[src/rtl/status_event_collector_pkg.sv]
// status_event_pkg
// Shared constants for the status event collector and its record FIFO.
// The record layout depends on the instance count chosen at the top level.
// It also depends on whether the timestamp field is compiled in. For both
// reasons the record struct is declared in the top module. It reaches the
// FIFO through a type parameter, so the idx field width follows the
// user-chosen INSTANCES.
package status_event_pkg;

  // Width of the free-running cycle counter and of the stored timestamp.
  localparam int TIME_W = 16;

endpackage

[src/rtl/status_event_collector_fifo.sv]
// status_event_fifo
// DEPTH-entry synchronous FIFO of event records. Reset is synchronous and
// active-high.
// Ports:
//   clk, rst      clock and synchronous reset
//   push_i        write push_data_i at the tail; ignored when full
//   push_data_i   record to write
//   pop_i         advance the head; ignored when empty
//   full_o        all DEPTH entries occupied
//   empty_o       no entries stored
//   head_o        record at the head. It is stale when empty_o=1, so the
//                 consumer must qualify it.
module status_event_fifo #(
  parameter int  DEPTH   = 4,
  parameter type entry_t = logic
) (
  input  logic   clk,
  input  logic   rst,
  input  logic   push_i,
  input  entry_t push_data_i,
  input  logic   pop_i,
  output logic   full_o,
  output logic   empty_o,
  output entry_t head_o
);

  localparam int PTR_W = $clog2(DEPTH);
  localparam logic [PTR_W:0] PTR_ONE = 1;

  entry_t         mem_q [DEPTH];
  // Pointers carry one extra wrap bit so that full and empty can be told
  // apart when the index bits are equal.
  logic [PTR_W:0] wr_ptr_q, wr_ptr_d;
  logic [PTR_W:0] rd_ptr_q, rd_ptr_d;
  logic           do_push, do_pop;

  always_comb begin
    empty_o  = (wr_ptr_q == rd_ptr_q);
    full_o   = (wr_ptr_q[PTR_W] != rd_ptr_q[PTR_W]) &&
               (wr_ptr_q[PTR_W-1:0] == rd_ptr_q[PTR_W-1:0]);
    do_push  = push_i && !full_o;
    do_pop   = pop_i && !empty_o;
    wr_ptr_d = wr_ptr_q;
    rd_ptr_d = rd_ptr_q;
    if (do_push) wr_ptr_d = wr_ptr_q + PTR_ONE;
    if (do_pop)  rd_ptr_d = rd_ptr_q + PTR_ONE;
    head_o   = mem_q[rd_ptr_q[PTR_W-1:0]];
  end

  always_ff @(posedge clk) begin
    if (rst) begin
      wr_ptr_q <= '0;
      rd_ptr_q <= '0;
    end else begin
      wr_ptr_q <= wr_ptr_d;
      rd_ptr_q <= rd_ptr_d;
    end
  end

  // Storage needs no reset: an entry is only observed after it is written.
  always_ff @(posedge clk) begin
    if (!rst && do_push) mem_q[wr_ptr_q[PTR_W-1:0]] <= push_data_i;
  end

endmodule

[src/rtl/status_event_collector.sv]
// status_event_collector
// Watches INSTANCES status bits. Each level change becomes a pending bit.
// Pending bits are serialised, lowest index first, into a record FIFO. The
// FIFO is drained over a valid/ready stream.
// Optional feature macro: STATUS_EVENT_COLLECTOR_TIMESTAMP_EN. When it is
// defined, a 16-bit cycle counter stamps every record. When it is undefined,
// no counter or time field exists and ev_time_o is tied to 0.
// Ports:
//   clk, rst      clock, synchronous active-high reset
//   sample_i      per-instance status bits, sampled every edge
//   ev_valid_o    a record is available at the FIFO head
//   ev_ready_i    consumer accepts the head record
//   ev_idx_o      instance index of the head record
//   ev_val_o      reported value of that instance
//   ev_time_o     cycle stamp of the head record (0 when compiled out)
//   pending_o     a detected change is not yet queued
//   idle_o        baseline captured, nothing pending, FIFO empty
// Stream handshake: a record transfers on every edge where ev_valid_o and
// ev_ready_i are both 1. While ev_valid_o=1 and ev_ready_i=0, the payload
// holds. ev_valid_o never depends on ev_ready_i.
module status_event_collector
  import status_event_pkg::*;
#(
  parameter  int INSTANCES = 10,
  parameter  int DEPTH     = 4,
  localparam int IDX_W     = $clog2(INSTANCES)
) (
  input  logic                 clk,
  input  logic                 rst,
  input  logic [INSTANCES-1:0] sample_i,
  output logic                 ev_valid_o,
  input  logic                 ev_ready_i,
  output logic [IDX_W-1:0]     ev_idx_o,
  output logic                 ev_val_o,
  output logic [TIME_W-1:0]    ev_time_o,
  output logic                 pending_o,
  output logic                 idle_o
);

  typedef struct packed {
    logic [IDX_W-1:0]  idx;
    logic              val;
`ifdef STATUS_EVENT_COLLECTOR_TIMESTAMP_EN
    logic [TIME_W-1:0] stamp;
`endif
  } status_event_t;

  logic [INSTANCES-1:0] prev_q, prev_d;
  logic [INSTANCES-1:0] pend_q, pend_d;
  logic                 base_q, base_d;

  logic                 sel_found;
  logic [IDX_W-1:0]     sel_idx;
  logic [INSTANCES-1:0] sel_mask;
  logic                 sel_val;
  logic [INSTANCES-1:0] clr_mask;
  logic                 push;
  status_event_t        push_rec;
  status_event_t        head;
  logic                 fifo_full, fifo_empty;

`ifdef STATUS_EVENT_COLLECTOR_TIMESTAMP_EN
  logic [TIME_W-1:0]    cnt_q, cnt_d;

  always_comb cnt_d = cnt_q + TIME_W'(1);

  always_ff @(posedge clk) begin
    if (rst) cnt_q <= '0;
    else     cnt_q <= cnt_d;
  end
`endif

  // Priority selector. The loop runs from the top down, so the lowest set
  // pending bit is the last one to overwrite the selection.
  always_comb begin
    sel_found = 1'b0;
    sel_idx   = '0;
    sel_mask  = '0;
    sel_val   = 1'b0;
    for (int i = INSTANCES - 1; i >= 0; i--) begin
      if (pend_q[i]) begin
        sel_found   = 1'b1;
        sel_idx     = IDX_W'(i);
        sel_mask    = '0;
        sel_mask[i] = 1'b1;
        sel_val     = prev_q[i];
      end
    end
  end

  always_comb begin
    // A full FIFO blocks the push even when a pop happens on the same edge.
    push     = sel_found && !fifo_full;
    clr_mask = push ? sel_mask : '0;
    // The value comes from prev. While a bit waits in pend, prev keeps
    // tracking it, so a coalesced record reports the latest sample. A change
    // on the same edge as the push re-arms pend for a second record.
    push_rec     = '0;
    push_rec.idx = sel_idx;
    push_rec.val = sel_val;
`ifdef STATUS_EVENT_COLLECTOR_TIMESTAMP_EN
    push_rec.stamp = cnt_d;
`endif
    prev_d = sample_i;
    base_d = 1'b1;
    // The first edge after reset only captures the baseline.
    pend_d = base_q ? ((pend_q & ~clr_mask) | (sample_i ^ prev_q)) : '0;
  end

  always_ff @(posedge clk) begin
    if (rst) begin
      prev_q <= '0;
      pend_q <= '0;
      base_q <= 1'b0;
    end else begin
      prev_q <= prev_d;
      pend_q <= pend_d;
      base_q <= base_d;
    end
  end

  status_event_fifo #(
    .DEPTH   (DEPTH),
    .entry_t (status_event_t)
  ) u_fifo (
    .clk         (clk),
    .rst         (rst),
    .push_i      (push),
    .push_data_i (push_rec),
    .pop_i       (ev_ready_i),
    .full_o      (fifo_full),
    .empty_o     (fifo_empty),
    .head_o      (head)
  );

  // The head is gated with empty so that stale storage never shows on the
  // outputs. This covers the reset case too.
  always_comb begin
    ev_valid_o = !fifo_empty;
    ev_idx_o   = fifo_empty ? '0 : head.idx;
    ev_val_o   = fifo_empty ? 1'b0 : head.val;
`ifdef STATUS_EVENT_COLLECTOR_TIMESTAMP_EN
    ev_time_o  = fifo_empty ? '0 : head.stamp;
`else
    ev_time_o  = '0;
`endif
    pending_o  = |pend_q;
    idle_o     = base_q && !(|pend_q) && fifo_empty;
  end

endmodule

[config.mk]
export PLATFORM = sky130hd
export DESIGN_NAME = status_event_collector
export DESIGN_NICKNAME = d
export VERILOG_FILES = /design/src/rtl/status_event_collector_pkg.sv /design/src/rtl/status_event_collector_fifo.sv /design/src/rtl/status_event_collector.sv
export SDC_FILE = /design/constraint.sdc
export NUM_CORES = 1
export LEC_CHECK = 0
export CORE_MARGIN = 3
export CORE_UTILIZATION = 50
export DETAILED_ROUTE_END_ITERATION = 8
export DONT_BUFFER_PORTS = 1
export SYNTH_ARGS = -nofsm -noshare
export SYNTH_HDL_FRONTEND = slang
export SYNTH_SLANG_ARGS = --single-unit
[constraint.sdc]
create_clock -name clk -period 2.2 [get_ports clk]
set_input_delay 0.66 -clock clk [delete_from_list [all_inputs] [get_ports clk]]
set_output_delay 0.66 -clock clk [all_outputs]
set_load 0.1 [all_outputs]
==> flow_metrics.tcl <==
set metrics [dict create \
    pwr_density_cell_nw_per_um2 1330 \
    asyncSetResetFlopFracSynth_pct 0 \
    first_pass_grt_wire_length_um 7050 \
    num-nets-final 248 \
    worstPathRequired_ns 1.54 \
    vdd.ir_drop.worst_mv 0.617 \
    setup_repair_after_global_routing_missed_its_margin "yes" \
    clk_pin_slew_ns 0.09 \
    fmaxAchievable_ghz 0.446 \
    synth-warning-count 0 \
    use_met1_pct 22.8 \
    drtPass1Iterations 4 \
    count_of_standard_cell_rows 23 \
    cts_htree_levels 2 \
    insertedDiodeCount 0 \
    cts_sinks 49 \
    path_max_fanout 4 \
    maxSlewHeadroom_pct 61.6 \
    global_route.usage.met2_pct 27.9 \
    final-hold-violation-count 0 \
    grt_antenna_before_repair 0 \
    skew_ns 0.00921 \
    avg_cell_area_syn_um2 11.0 \
    dieHeight_um 73.5 \
    cts_tree "built" \
    violations "negative setup slack" \
    yosys_register_bits 49 \
    fillCellCount 323 \
    drt_iter0_markers 62 \
    routabilityCongestion 0.766 \
    cts.root.buffer_cell "clkbuf_8" \
    place_area_um2 2520 \
    worst-r2r-setup-slack_ns 0.36 \
    pin_count 37 \
    timing_max_transition_violations_final 0 \
    port_buffers 0 \
    detailed_place_hpwl_um 2970 \
    fp.dieW_um 73.5 \
    syn_area_um2 2280 \
    clock_tree.buffer_depth 2 \
    most_crowded_layer_after_global_routing "met2" \
    min_path_type "input pin to flip-flop" \
    postLayoutSetupSlackWorst_ns -0.0431 \
    ys_dominant_reg_cell "dfxtp_1" \
    ant_nets 0 \
    grt_util_all_layers_pct 17.1 \
    number_of_flops_mapped_to_enable_cells_by_yosys 20 \
    critical_path_class "flip-flop to output port" \
    worstReg2RegStart "pend_q[6]$_SDFF_PP0_" \
    critical_path.endpoint_type "output port" \
    synthToLayoutAreaGrowth_pct 22.0 \
    setup_viol 1 \
    synth_cell_types 41 \
    yosysSeqAreaShare_pct 51.8 \
    fp.coreArea_um2 4200 \
    cts-buffers-inserted 5 \
    min_period_ns 2.24 \
    r2r-end "u_fifo.mem_q[2][1]$_DFFE_PP_" \
    synthesis.instances 207 \
    outcome "finished, violations left" \
    initial_core_util_pct 54.3 \
    maxCapViolCount 0 \
    worst_ep_arrival_time_ns 1.58 \
    post_drt_via_cell_ratio 5.40 \
    detailroute.via_count 1518 \
    worst_margin_slew_ns 0.576 \
    setup.worst_path.start_class "flip-flop" \
    via_count_of_the_first_global_routing_pass 1466 \
    drive_above_1_share_pct 27.3 \
    cts_hold_buffers 0 \
    fin_area_um2 2780 \
    leakagePower_uw 0.00107 \
    final_core_util_pct 66.2 \
    clock_latency_ns 0.30 \
    drcViolationCount 0 \
    ff2ff_path_depth 7 \
    crit_end "idle_o" \
    avgRoutedWirePerCell_um 14.8 \
    finalWirelength_um 4160 \
    multi_input_area_um2 1080 \
    dieArea_um2 5410 \
    ff_latch_area_um2 1200 \
    grt_overflow_total 0 \
    crit_path_start "pend_q[4]$_SDFF_PP0_" \
    gr-usage-met3_pct 4.10 \
    final.period_utilization_pct 102 \
    grt_start_max_net_pins 24 \
]
## report_power, final
group	internal (µW)	leakage [µW]	switching, µW	total, µW
Clock	340	0.0000543	301	641
Sequential	1070	0.000430	107	1180
Combinational	712	0.000582	1160	1870
## flip-flops by register name, indices dropped and copies added, names as in the netlist, named ones only
| register | cells |
|---|---|
| prev_q | 10 |
| u_fifo.rd_ptr_q | 3 |
| base_q | 1 |
| u_fifo.mem_q | 20 |
| u_fifo.wr_ptr_q | 3 |
| pend_q | 10 |
## layout by cell type, fill, tap and decap left out, types with 5 or more instances in the layout
cell type,synthesis,layout
mux4_2,5,5
nor2_1,12,12
nand2_1,10,10
a21oi_1,13,13
dfxtp_2,0,6
nor2b_1,17,12
conb_1,1,16
ha_1,5,5
xnor2_1,8,8
edfxtp_1,20,20
nor2b_4,0,5
inv_1,8,6
o21ai_0,12,12
clkbuf_8,0,5
buf_4,16,16
xor2_1,8,5
dfxtp_1,29,20
o31ai_1,5,5
buf_12,0,8
## cell type report
class	instances	area share, %
multi-input combinational	141	38.7
inverter	8	1.30
clock buffer	5	2.47
clock inverter	3	1.66
tap	50	2.25
sequential	49	43.1
timing repair buffer	25	10.5
## how the worst min path moves through the flow
stage                         start  cells past startpoint                         endpoint  slack, ns
6_report                        rst                      1  u_fifo.wr_ptr_q[2]$_SDFFE_PP0P_       0.41
5_1_grt                         rst                      1  u_fifo.wr_ptr_q[2]$_SDFFE_PP0P_       0.39
4_1_cts                         rst                      1  u_fifo.wr_ptr_q[0]$_SDFFE_PP0P_       0.40
3_5_place_dp   pend_q[9]$_SDFF_PP0_                      2             pend_q[9]$_SDFF_PP0_       0.51
3_3_place_gp   pend_q[9]$_SDFF_PP0_                      2             pend_q[9]$_SDFF_PP0_       0.50
2_1_floorplan  pend_q[9]$_SDFF_PP0_                      2             pend_q[9]$_SDFF_PP0_       0.48
## kinds of logic after synthesis
group / synth area share [%]
buffers and inverters: 8.45
and+or+nand+nor: 14.2
xor gates and xnor gates: 6.14
other: 0.164
muxes: 5.38
DFF: 51.8
AOI/OAI and AO/OA: 11.1
adders and majority gates: 2.74
## worst max-delay path, cell delays in order (launching register included)
cell     delay [ns]
dfxtp_2        0.34
nor4_4         0.30
and3_4         0.27
and3_4         0.20
buf_12         0.17
## layer usage
metal	wire, µm	share of wire [%]	up-vias
met5	0	0	-
met4	36	0.86	0
met3	180	4.3	4
met2	2110	51	34
met1	1840	44	739
li1	-	-	741
## per-stage QoR
stage	worst slack, ns	TNS, ns	power (µW)	hold WS, ns	std cells
floorplan	-0.131	-0.545	2380	0.475	222
global placement	0.178	0	2820	0.498	270
detailed placement	0.122	0	2850	0.510	270
CTS	-0.0525	-0.0715	3660	0.399	280
global route	-0.0934	-0.317	3860	0.391	281
finish	-0.0431	-0.0431	3690	0.405	281
## synth_stat cells, types with 5 or more instances
master,number,area share (%)
a21oi_1,13,2.9
buf_4,16,5.3
dfxtp_1,29,25
edfxtp_1,20,26
ha_1,5,2.7
inv_1,8,1.3
mux4_2,5,4.9
nand2_1,10,1.6
nor2_1,12,2.0
nor2b_1,17,4.7
o21ai_0,12,2.6
o31ai_1,5,1.6
xnor2_1,8,3.1
xor2_1,8,3.1
## timing repair
action                     4_1_cts  5_1_grt
setup endpoints to repair        8        8
gates resized for setup         22        8
buffers inserted                 2        1
pin swaps                        3        3
Note: power is estimated with default switching activity, not from simulation.
